**src/rtl/npc_rf_pkg.sv**
```systemverilog
// Shared constants and helpers for the NPC integer register file.
package npc_rf_pkg;

  localparam int unsigned NREGS_RV32E = 16;
  localparam int unsigned NREGS_RV32I = 32;
  localparam int unsigned XLEN_DEF    = 32;
  localparam int unsigned NREGS_DEF   = NREGS_RV32E;
  localparam int unsigned ZERO_REG    = 0;

  function automatic int unsigned rf_aw(input int unsigned n);
    return (n > 1) ? $clog2(n) : 1;
  endfunction

endpackage

```
**src/rtl/regfile_scoreboard.sv**
```systemverilog
// Per-register busy tracking: reservation, writeback clear, flush and issue_ready.
module regfile_scoreboard
  import npc_rf_pkg::*;
#(
  parameter  int unsigned NREGS = NREGS_DEF,
  localparam int unsigned AW    = rf_aw(NREGS)
) (
  input  logic             clk,
  input  logic             rst,
  input  logic             issue_valid,
  input  logic [AW-1:0]    issue_rd,
  output logic             issue_ready,
  input  logic             wen,
  input  logic [AW-1:0]    waddr,
  input  logic             flush,
  output logic [NREGS-1:0] busy
);

  logic [NREGS-1:1] busy_q;
  logic [NREGS-1:1] busy_d;

  assign busy = {busy_q, 1'b0};

  // A writeback to the requested register frees it this cycle, so the
  // new owner may reserve it without waiting for the busy bit to drop.
  always_comb begin
    issue_ready = 1'b0;
    if (!flush) begin
      issue_ready = (issue_rd == AW'(ZERO_REG)) || !busy[issue_rd] ||
                    (wen && (waddr == issue_rd));
    end
  end

  always_comb begin
    busy_d = busy_q;
    for (int unsigned i = 1; i < NREGS; i++) begin
      if (flush) begin
        busy_d[i] = 1'b0;
      end else if (issue_valid && issue_ready && (issue_rd == AW'(i))) begin
        busy_d[i] = 1'b1;
      end else if (wen && (waddr == AW'(i))) begin
        busy_d[i] = 1'b0;
      end
    end
  end

  always_ff @(posedge clk or negedge rst) begin
    if (!rst) begin
      busy_q <= '0;
    end else begin
      busy_q <= busy_d;
    end
  end

endmodule

```
**src/rtl/regfile_sb.sv**
```systemverilog
// Parametrised integer register file with write-ownership scoreboard and optional bypass.
module regfile_sb
  import npc_rf_pkg::*;
#(
  parameter  int unsigned XLEN   = XLEN_DEF,
  parameter  int unsigned NREGS  = NREGS_DEF,
  parameter  int unsigned NRD    = 2,
  parameter  int unsigned BYPASS = 1,
  parameter  int unsigned DEBUG  = 0,
  localparam int unsigned AW     = rf_aw(NREGS)
) (
  input  logic                clk,
  input  logic                rst,
  input  logic [NRD*AW-1:0]   rs_id,
  output logic [NRD*XLEN-1:0] rs_data,
  output logic [NRD-1:0]      rs_ready,
  input  logic                issue_valid,
  input  logic [AW-1:0]       issue_rd,
  output logic                issue_ready,
  input  logic                wen,
  input  logic [AW-1:0]       waddr,
  input  logic [XLEN-1:0]     wdata,
  input  logic                flush
);

  logic [XLEN-1:0]  regs [1:NREGS-1];
  logic [NREGS-1:0] busy;

  regfile_scoreboard #(
    .NREGS(NREGS)
  ) u_sb (
    .clk        (clk),
    .rst        (rst),
    .issue_valid(issue_valid),
    .issue_rd   (issue_rd),
    .issue_ready(issue_ready),
    .wen        (wen),
    .waddr      (waddr),
    .flush      (flush),
    .busy       (busy)
  );

  always_ff @(posedge clk or negedge rst) begin
    if (!rst) begin
      for (int unsigned i = 1; i < NREGS; i++) begin
        regs[i] <= '0;
      end
    end else if (wen && (waddr != AW'(ZERO_REG))) begin
      regs[waddr] <= wdata;
    end
  end

  for (genvar k = 0; k < NRD; k++) begin : g_rd
    logic [AW-1:0]   id;
    logic [XLEN-1:0] data;
    logic            ready;

    assign id = rs_id[k*AW +: AW];

    always_comb begin
      data  = '0;
      ready = 1'b1;
      if (id == AW'(ZERO_REG)) begin
        data  = '0;
        ready = 1'b1;
      end else if ((BYPASS != 0) && wen && (waddr == id)) begin
        data  = wdata;
        ready = 1'b1;
      end else begin
        data  = regs[id];
        ready = !busy[id];
      end
    end

    assign rs_data[k*XLEN +: XLEN] = data;
    assign rs_ready[k]             = ready;
  end

  // Flattened array view (x0 slot reads 0) for hierarchical dumps in debug builds.
  if (DEBUG != 0) begin : g_debug
    logic [NREGS*XLEN-1:0] dump;
    always_comb begin
      dump = '0;
      for (int unsigned i = 1; i < NREGS; i++) begin
        dump[i*XLEN +: XLEN] = regs[i];
      end
    end
  end

endmodule

```
**config.mk**
```make
export PLATFORM = sky130hd
export DESIGN_NAME = regfile_sb
export DESIGN_NICKNAME = d
export VERILOG_FILES = /design/src/rtl/npc_rf_pkg.sv /design/src/rtl/regfile_scoreboard.sv /design/src/rtl/regfile_sb.sv
export SDC_FILE = /design/constraint.sdc
export NUM_CORES = 1
export LEC_CHECK = 0
export ABC_CLOCK_PERIOD_IN_PS = 1840
export BUFFER_PORTS_ARGS = -buffer_cell sky130_fd_sc_hd__buf_2
export CORE_MARGIN = 2
export CORE_UTILIZATION = 35
export DETAILED_ROUTE_END_ITERATION = 8
export GPL_TIMING_DRIVEN = 1
export PLACE_DENSITY = 0.6
export RECOVER_POWER = 50
export SLEW_MARGIN = 20
export SYNTH_ARGS = -nofsm -noshare
export SYNTH_HDL_FRONTEND = slang
export SYNTH_SLANG_ARGS = --single-unit
```
**constraint.sdc**
```tcl
create_clock -name clk -period 1.84 [get_ports clk]
set_input_delay 0 -clock clk [delete_from_list [all_inputs] [get_ports clk]]
set_output_delay 0 -clock clk [all_outputs]
set_load 0.03 [all_outputs]
```
==> results.json, run 1 <==
{
  "detail_route.drc_violations": 0,
  "ff2ff_setup_slack_ps": 100,
  "crit_buf_inv": 2,
  "yosys-mux-area-fraction": 0.385,
  "rr_startpoint": "u_sb.busy_q[12]",
  "final_common_cell": "mux2_2",
  "synth-async-reset-ratio": 1.00,
  "grtUsageMet3": 0.0356,
  "fin_worst_hold_slack_ps": 24.4,
  "final-max-slew-violation-count": 0,
  "first_global_vias": 21400,
  "worst_skew_pair.late_latency_ps": 620,
  "postLayoutCoreUtil": 0.457,
  "finClkSkew_ps": 7.40,
  "htreeDepth": 2,
  "hp-start": "issue_rd[2]",
  "netlist_area_mm2": 0.0278,
  "cts_made_buffers": 55,
  "grt_use_total": 0.226,
  "dpl.hpwl_mm": 58.6,
  "reg2reg_to": "u_sb.busy_q[10]",
  "globalRouteMet2Util": 0.375,
  "gr-total-overflow": 0,
  "gate_count_after_technology_mapping": 2069,
  "tritoncts": "yes",
  "layout_common_cells": "mux2_2, dfrtp_1, buf_4, mux4_2, buf_12",
  "setup_repair_after_global_routing_missed_its_margin": "yes",
  "timing_worst_setup_path_type": "reg2out",
  "timing.max_slew.rel_slack": 0.230,
  "irDropWorstVdd_uv": 815,
  "setup_ws_ps": -527,
  "compound_gate_portion_of_the_synthesized_area": 0.0727,
  "dpl_worst_slack_ps": -506,
  "synthXorXnorAreaFrac": 0.00378,
  "yosys_register_bits": 495,
  "endpoint_of_the_worst_hold_timing_path": "u_sb.busy_q[8]",
  "synth_area_per_inst_um2": 13.5,
  "max_cap_violations": 0,
  "crit_required_ps": 1840,
  "core_mm2": 0.0789,
  "via_count": 20200,
  "clkSlewWorstSetupHoldPaths_ps": 60,
  "detail_route.wirelength_mm": 92.9,
  "syn_nets": 2122,
  "cts_root_buffer": "clkbuf_16",
  "die_y_um": 286,
  "largest_net_degree_at_the_start_of_global_routing": 67,
  "dp.cells": 3261,
  "clock_power_share": 0.311,
  "setup.worst_path.start_class": "flip-flop",
  "detail_route.iter0.violations": 1655,
  "reg2reg_depth": 7,
  "p_int_mw": 26.6,
  "clockBufferDepth": 3,
  "synth_enable_flop_cells": 0,
  "cp_data_arrival_time_ps": 2370,
  "crit_path_max_incr_delay_ps": 490,
  "die_area_mm2": 0.0818,
  "max_slew.worst_pin.slew_ps": 1160,
  "power.total_mw": 37.8,
  "buffer_ports.inserted": 119,
  "hold-path-cell-count": 4,
  "post_drt_wl_per_cell_um": 26.8,
  "detailed_place.area_mm2": 0.0317,
  "multi_input_combinational_cell_area_mm2": 0.0159,
  "tns_ps": -25460,
  "failed_checks": "setup timing",
  "grt_first_pass_wirelength_mm": 140,
  "timing.critical_path.cells": "buf_6 -> mux4_2 -> nor2_4 -> a2111oi_2 -> o211ai_1 -> a21oi_1 -> buf_4",
  "finalCritPeriodShare": 1.29,
  "p_comb_frac": 0.286,
  "antenna_found_initial": 0,
  "power.static_leakage_nw": 14.9,
  "drive_above_1_share": 0.612,
  "grt.busiest_layer": "met2",
  "design.final.nets": 2424,
  "dieWidth_um": 286,
  "worst-path-max-fanout": 2,
  "power_density_mw_per_mm2": 1050,
  "final_wtd_congestion": 0.859,
  "number_of_core_rows": 103,
  "synth_top_family_by_area": "multiplexers",
  "synth_fa_ha_area_frac": 0,
  "swShare": 0.297,
  "final-seq-area_mm2": 0.0124,
  "non_filler_instance_count_after_layout": 3469,
  "use_met1": 0.302,
  "clkSinkCount": 495,
  "p_sw_mw": 11.2,
  "initial_core_util": 0.353,
  "fin_crit_ps": 2370,
  "pwr-share-seq": 0.404,
  "synth_sequential_area_ratio": 0.445,
  "fin_area_mm2": 0.0361,
  "synth_cell_types": 44,
  "n_fill_cell": 6969,
  "drtAntennaViolNets": 0,
  "critPathCaptureType": "output port",
  "hold_path.class": "in2reg",
  "router_iterations_before_antenna_repair": 5,
  "synth_simple_gate_area_frac": 0.0532,
  "drt-vias-per-instance": 5.83,
  "syn2layout_area_growth_pct": 29.5,
  "finalSetupViolations": 67,
  "max_freq_mhz": 422,
  "cpMaxStageDelayCell": "mux4_2",
  "synth.yosys.warnings": 0,
  "hold_viol_final": 0,
  "ios": 120,
  "outcome": "finished, violations left",
  "synth_ff_type": "dfrtp_1",
  "cp_top_family": "multiplexers"
}
==> tightest hold or removal path: cells and delay by family <==
family	cells	cell delay [ps]
compound gates	2	220
buf+inv	2	370
==> power by group through the flow <==
stage                     Combinational (mW)  Sequential [mW]  Clock, mW
after detailed placement                9.05             15.3          0
final                                   10.8             15.3       11.7
after global routing                    11.5             15.5       12.4
after floorplan                         6.60             14.7          0
after global placement                  8.83             15.1          0
after CTS                               10.5             15.1       11.9
==> per-layer routing <==
metal / routed length [µm] / up-vias
li1: - / 8558
met1: 40100 / 10900
met2: 44900 / 665
met3: 4900 / 155
met4: 3010 / 0
met5: 0 / -
==> sequential cells by signal (all words and copies together), names as in the netlist <==
register	flops
u_sb.busy_q	15
regs	480
==> what timing repair did <==
| item | in CTS | in global routing |
|---|---|---|
| hold buffers | 42 | 0 |
| hold endpoints to repair | 990 | 0 |
| buffers inserted | 61 | 13 |
| endpoints found under the setup margin | 67 | 71 |
| pin swaps | 148 | 83 |
| resized for setup | 289 | 77 |
==> area by class of cell <==
cell class / count / area share
Clock inverter: 24 / 0.00888
Inverter: 8 / 0.000833
Antenna cell: 1 / 0.0000694
Tap cell: 1050 / 0.0364
Sequential cell: 495 / 0.344
Multi-Input combinational cell: 1345 / 0.441
Clock buffer: 80 / 0.0447
Timing Repair Buffer: 466 / 0.125
==> worst max-delay path by stage <==
stage / start / end / depth (start not counted)
final: regs[28] / rs_data[60] / 7
after global routing: regs[272] / rs_data[16] / 6
after CTS: regs[336] / rs_data[48] / 6
after detailed placement: rs_id[4] / rs_data[48] / 8
after global placement: rs_id[4] / rs_data[48] / 8
after floorplan: rs_id[1] / rs_data[30] / 8
==> Yosys cell counts (3+ instances only) <==
cell type / count / area, µm²
a2111oi_0: 30 / 263
a211oi_1: 43 / 323
a211oi_2: 20 / 250
a21oi_1: 34 / 170
a221oi_1: 64 / 561
buf_2: 99 / 495
buf_4: 10 / 75.1
buf_6: 14 / 158
clkbuf_1: 96 / 360
dfrtp_1: 495 / 12400
inv_1: 8 / 30.0
mux2_2: 584 / 6580
mux2i_1: 33 / 330
mux4_2: 169 / 3810
nand2_1: 41 / 154
nand2b_1: 11 / 68.8
nand3b_1: 12 / 90.1
nor2_1: 79 / 297
nor2b_1: 68 / 425
nor3_1: 70 / 350
o211ai_1: 32 / 240
o21ai_0: 6 / 30.0
o31ai_1: 3 / 22.5
o32ai_1: 9 / 78.8
or3_1: 3 / 18.8
xnor2_1: 3 / 26.3
xor2_1: 9 / 78.8
==> cell families (layout without fill, tap and decap cells) <==
kind of cell,Yosys count,in the layout
muxes,786,786
DFF,495,495
and+or+nand+nor,295,295
AOI/OAI and AO/OA,252,252
buffers and inverters,229,578
xor gates and xnor gates,12,12
other,0,1
Note: power is estimated with default switching activity, not from simulation.
==> run 2: changes to the inputs <==
Settings changed: SYNTH_HIERARCHICAL set to 1.
==> run 2 against run 1 <==
The run still ends with setup timing left. Register-to-register slack gained 140 ps. Non-clock buffer count shrank 63. Setup slack gained 110 ps. Sequential share of layout area grew 1.4 points. Flip-flop and latch count is the same. Combinational power shrank 6%. Total power shrank 1.5%. Critical path type unchanged.
==> results.json, run 2 <==
{
  "syn_nets": 2185,
  "max_slew.worst_pin.slew_ps": 1150,
  "use_met1": 0.288,
  "top_register": "regs",
  "dp.cells": 3236,
  "timing_worst_setup_path_type": "reg2out",
  "largest_register_ffs": 480,
  "dieWidth_um": 287,
  "final_wtd_congestion": 0.811,
  "ff2ff_setup_slack_ps": 240,
  "fin_crit_ps": 2260,
  "hold_viol_final": 0,
  "netlist_area_mm2": 0.0280,
  "synth.yosys.warnings": 6,
  "failed_checks": "setup timing",
  "grt_use_total": 0.214,
  "layout_common_cells": "mux2_2, dfrtp_1, buf_4, mux2i_1, mux4_2",
  "irDropWorstVdd_uv": 768,
  "grt.busiest_layer": "met2",
  "initial_core_util": 0.354,
  "setup_repair_after_global_routing_missed_its_margin": "yes",
  "tritoncts": "yes",
  "first_global_vias": 21500,
  "outcome": "finished, violations left",
  "detail_route.wirelength_mm": 89.2,
  "router_iterations_before_antenna_repair": 7,
  "crit_required_ps": 1840,
  "crit_buf_inv": 1,
  "non_filler_instance_count_after_layout": 3470,
  "setup_ws_ps": -418,
  "critPathCaptureType": "output port",
  "crit_path_max_incr_delay_ps": 490,
  "dpl_worst_slack_ps": -98.1,
  "detail_route.drc_violations": 0,
  "grt_first_pass_wirelength_mm": 135,
  "hp-start": "waddr[3]",
  "largest_net_degree_at_the_start_of_global_routing": 71,
  "antenna_found_initial": 2,
  "synth_area_per_inst_um2": 13.1,
  "hold-path-cell-count": 5,
  "n_fill_cell": 7187,
  "final-seq-area_mm2": 0.0124,
  "gate_count_after_technology_mapping": 2132,
  "detail_route.iter0.violations": 1452,
  "finalCritPeriodShare": 1.23,
  "cpMaxStageDelayCell": "mux4_2",
  "max_cap_violations": 0,
  "cp_top_family": "multiplexers",
  "reg2reg_to": "u_sb/busy_q[8]",
  "syn2layout_area_growth_pct": 23.8,
  "final_common_cell": "mux2_2",
  "multi_input_combinational_cell_area_mm2": 0.0150,
  "globalRouteMet2Util": 0.353,
  "gr-total-overflow": 0,
  "max_freq_mhz": 443,
  "post_drt_wl_per_cell_um": 25.7,
  "via_count": 20300,
  "worst-path-max-fanout": 3,
  "clockBufferDepth": 3,
  "timing.max_slew.rel_slack": 0.231,
  "clkSinkCount": 495,
  "core_mm2": 0.0791,
  "reg2reg_depth": 5,
  "die_y_um": 287,
  "cts_root_buffer": "clkbuf_16",
  "htreeDepth": 2,
  "reg_top3": "regs (480), u_sb/busy_q (15)",
  "clkSlewWorstSetupHoldPaths_ps": 60,
  "power.static_leakage_nw": 14.7,
  "cts_made_buffers": 56,
  "endpoint_of_the_worst_hold_timing_path": "u_sb/busy_q[12]",
  "drive_above_1_share": 0.516,
  "number_of_core_rows": 103,
  "grtUsageMet3": 0.0315,
  "rr_startpoint": "u_sb/busy_q[11]",
  "ios": 120,
  "hold_path.class": "in2reg",
  "design.final.nets": 2428,
  "finClkSkew_ps": 0.708,
  "drt-vias-per-instance": 5.84,
  "final-max-slew-violation-count": 0,
  "power_density_mw_per_mm2": 1070,
  "dpl.hpwl_mm": 55.9,
  "timing.critical_path.cells": "mux4_2 -> mux2i_2 -> nand2_1 -> a32o_2 -> buf_6",
  "worst_skew_pair.late_latency_ps": 620,
  "cp_data_arrival_time_ps": 2260,
  "drtAntennaViolNets": 0,
  "finalSetupViolations": 67,
  "die_area_mm2": 0.0823,
  "buffer_ports.inserted": 119,
  "setup.worst_path.start_class": "flip-flop"
}
run 2: metal layers:
metal | up-vias | part of all wire
met2 | 714 | 0.48
met1 | 10800 | 0.43
met4 | 4 | 0.035
met5 | - | 0.00016
met3 | 187 | 0.057
li1 | 8623 | -
run 2: repair_timing:
action,CTS,global route
setup buffers,72,14
hold buffers,45,0
pin swaps,62,35
gates resized for setup,195,41
endpoints found under the hold margin,990,0
endpoints found under the setup margin,67,67
run 2: how the worst max path moves through the flow:
stage              start          end  slack (ps)  depth (start not counted)
6_report       regs[193]   rs_data[1]        -420                          5
5_1_grt         regs[22]  rs_data[22]        -500                          6
4_1_cts        regs[161]   rs_data[1]        -480                          5
3_5_place_dp    rs_id[4]  rs_data[63]        -100                          8
3_3_place_gp    rs_id[7]  rs_data[54]        -130                          7
2_1_floorplan   rs_id[5]  rs_data[63]         130                          9
run 2: area by class of cell:
class | instances | area share
Multi-Input combinational cell | 1418 | 0.433
Timing Repair Buffer | 403 | 0.114
Tap cell | 1050 | 0.0379
Clock inverter | 12 | 0.00660
Clock buffer | 90 | 0.0507
Antenna cell | 1 | 0.0000722
Sequential cell | 495 | 0.357
Inverter | 1 | 0.000108
run 2: power breakdown:
part | internal, mW | switching [mW]
sequential | 13.4 | 1.85
clock | 7.22 | 4.70
combinational | 5.76 | 4.33
total | 26.4 | 10.9
run 2: metrics by stage:
step                      power, mW  hold WS, ps  instance area [µm²]   util  setup TNS, ps
after floorplan                21.3         -296                28000      -              0
after global placement         23.6        -48.3                30900  0.391           -292
after detailed placement       24.1        -43.5                30900  0.391           -284
after CTS                      37.3         5.36                34500  0.436         -23730
after global routing           38.9         54.4                34700  0.438         -30560
final                          37.2         45.2                34700  0.438         -21330
run 2: worst reg2reg max path, delay by kind of cell, from the launching register on:
kind / cells / cell delay (ps)
buffers and inverters: 1 / 170
DFF: 1 / 410
AOI/OAI and AO/OA: 2 / 250
muxes: 1 / 540
and+or+nand+nor: 1 / 150
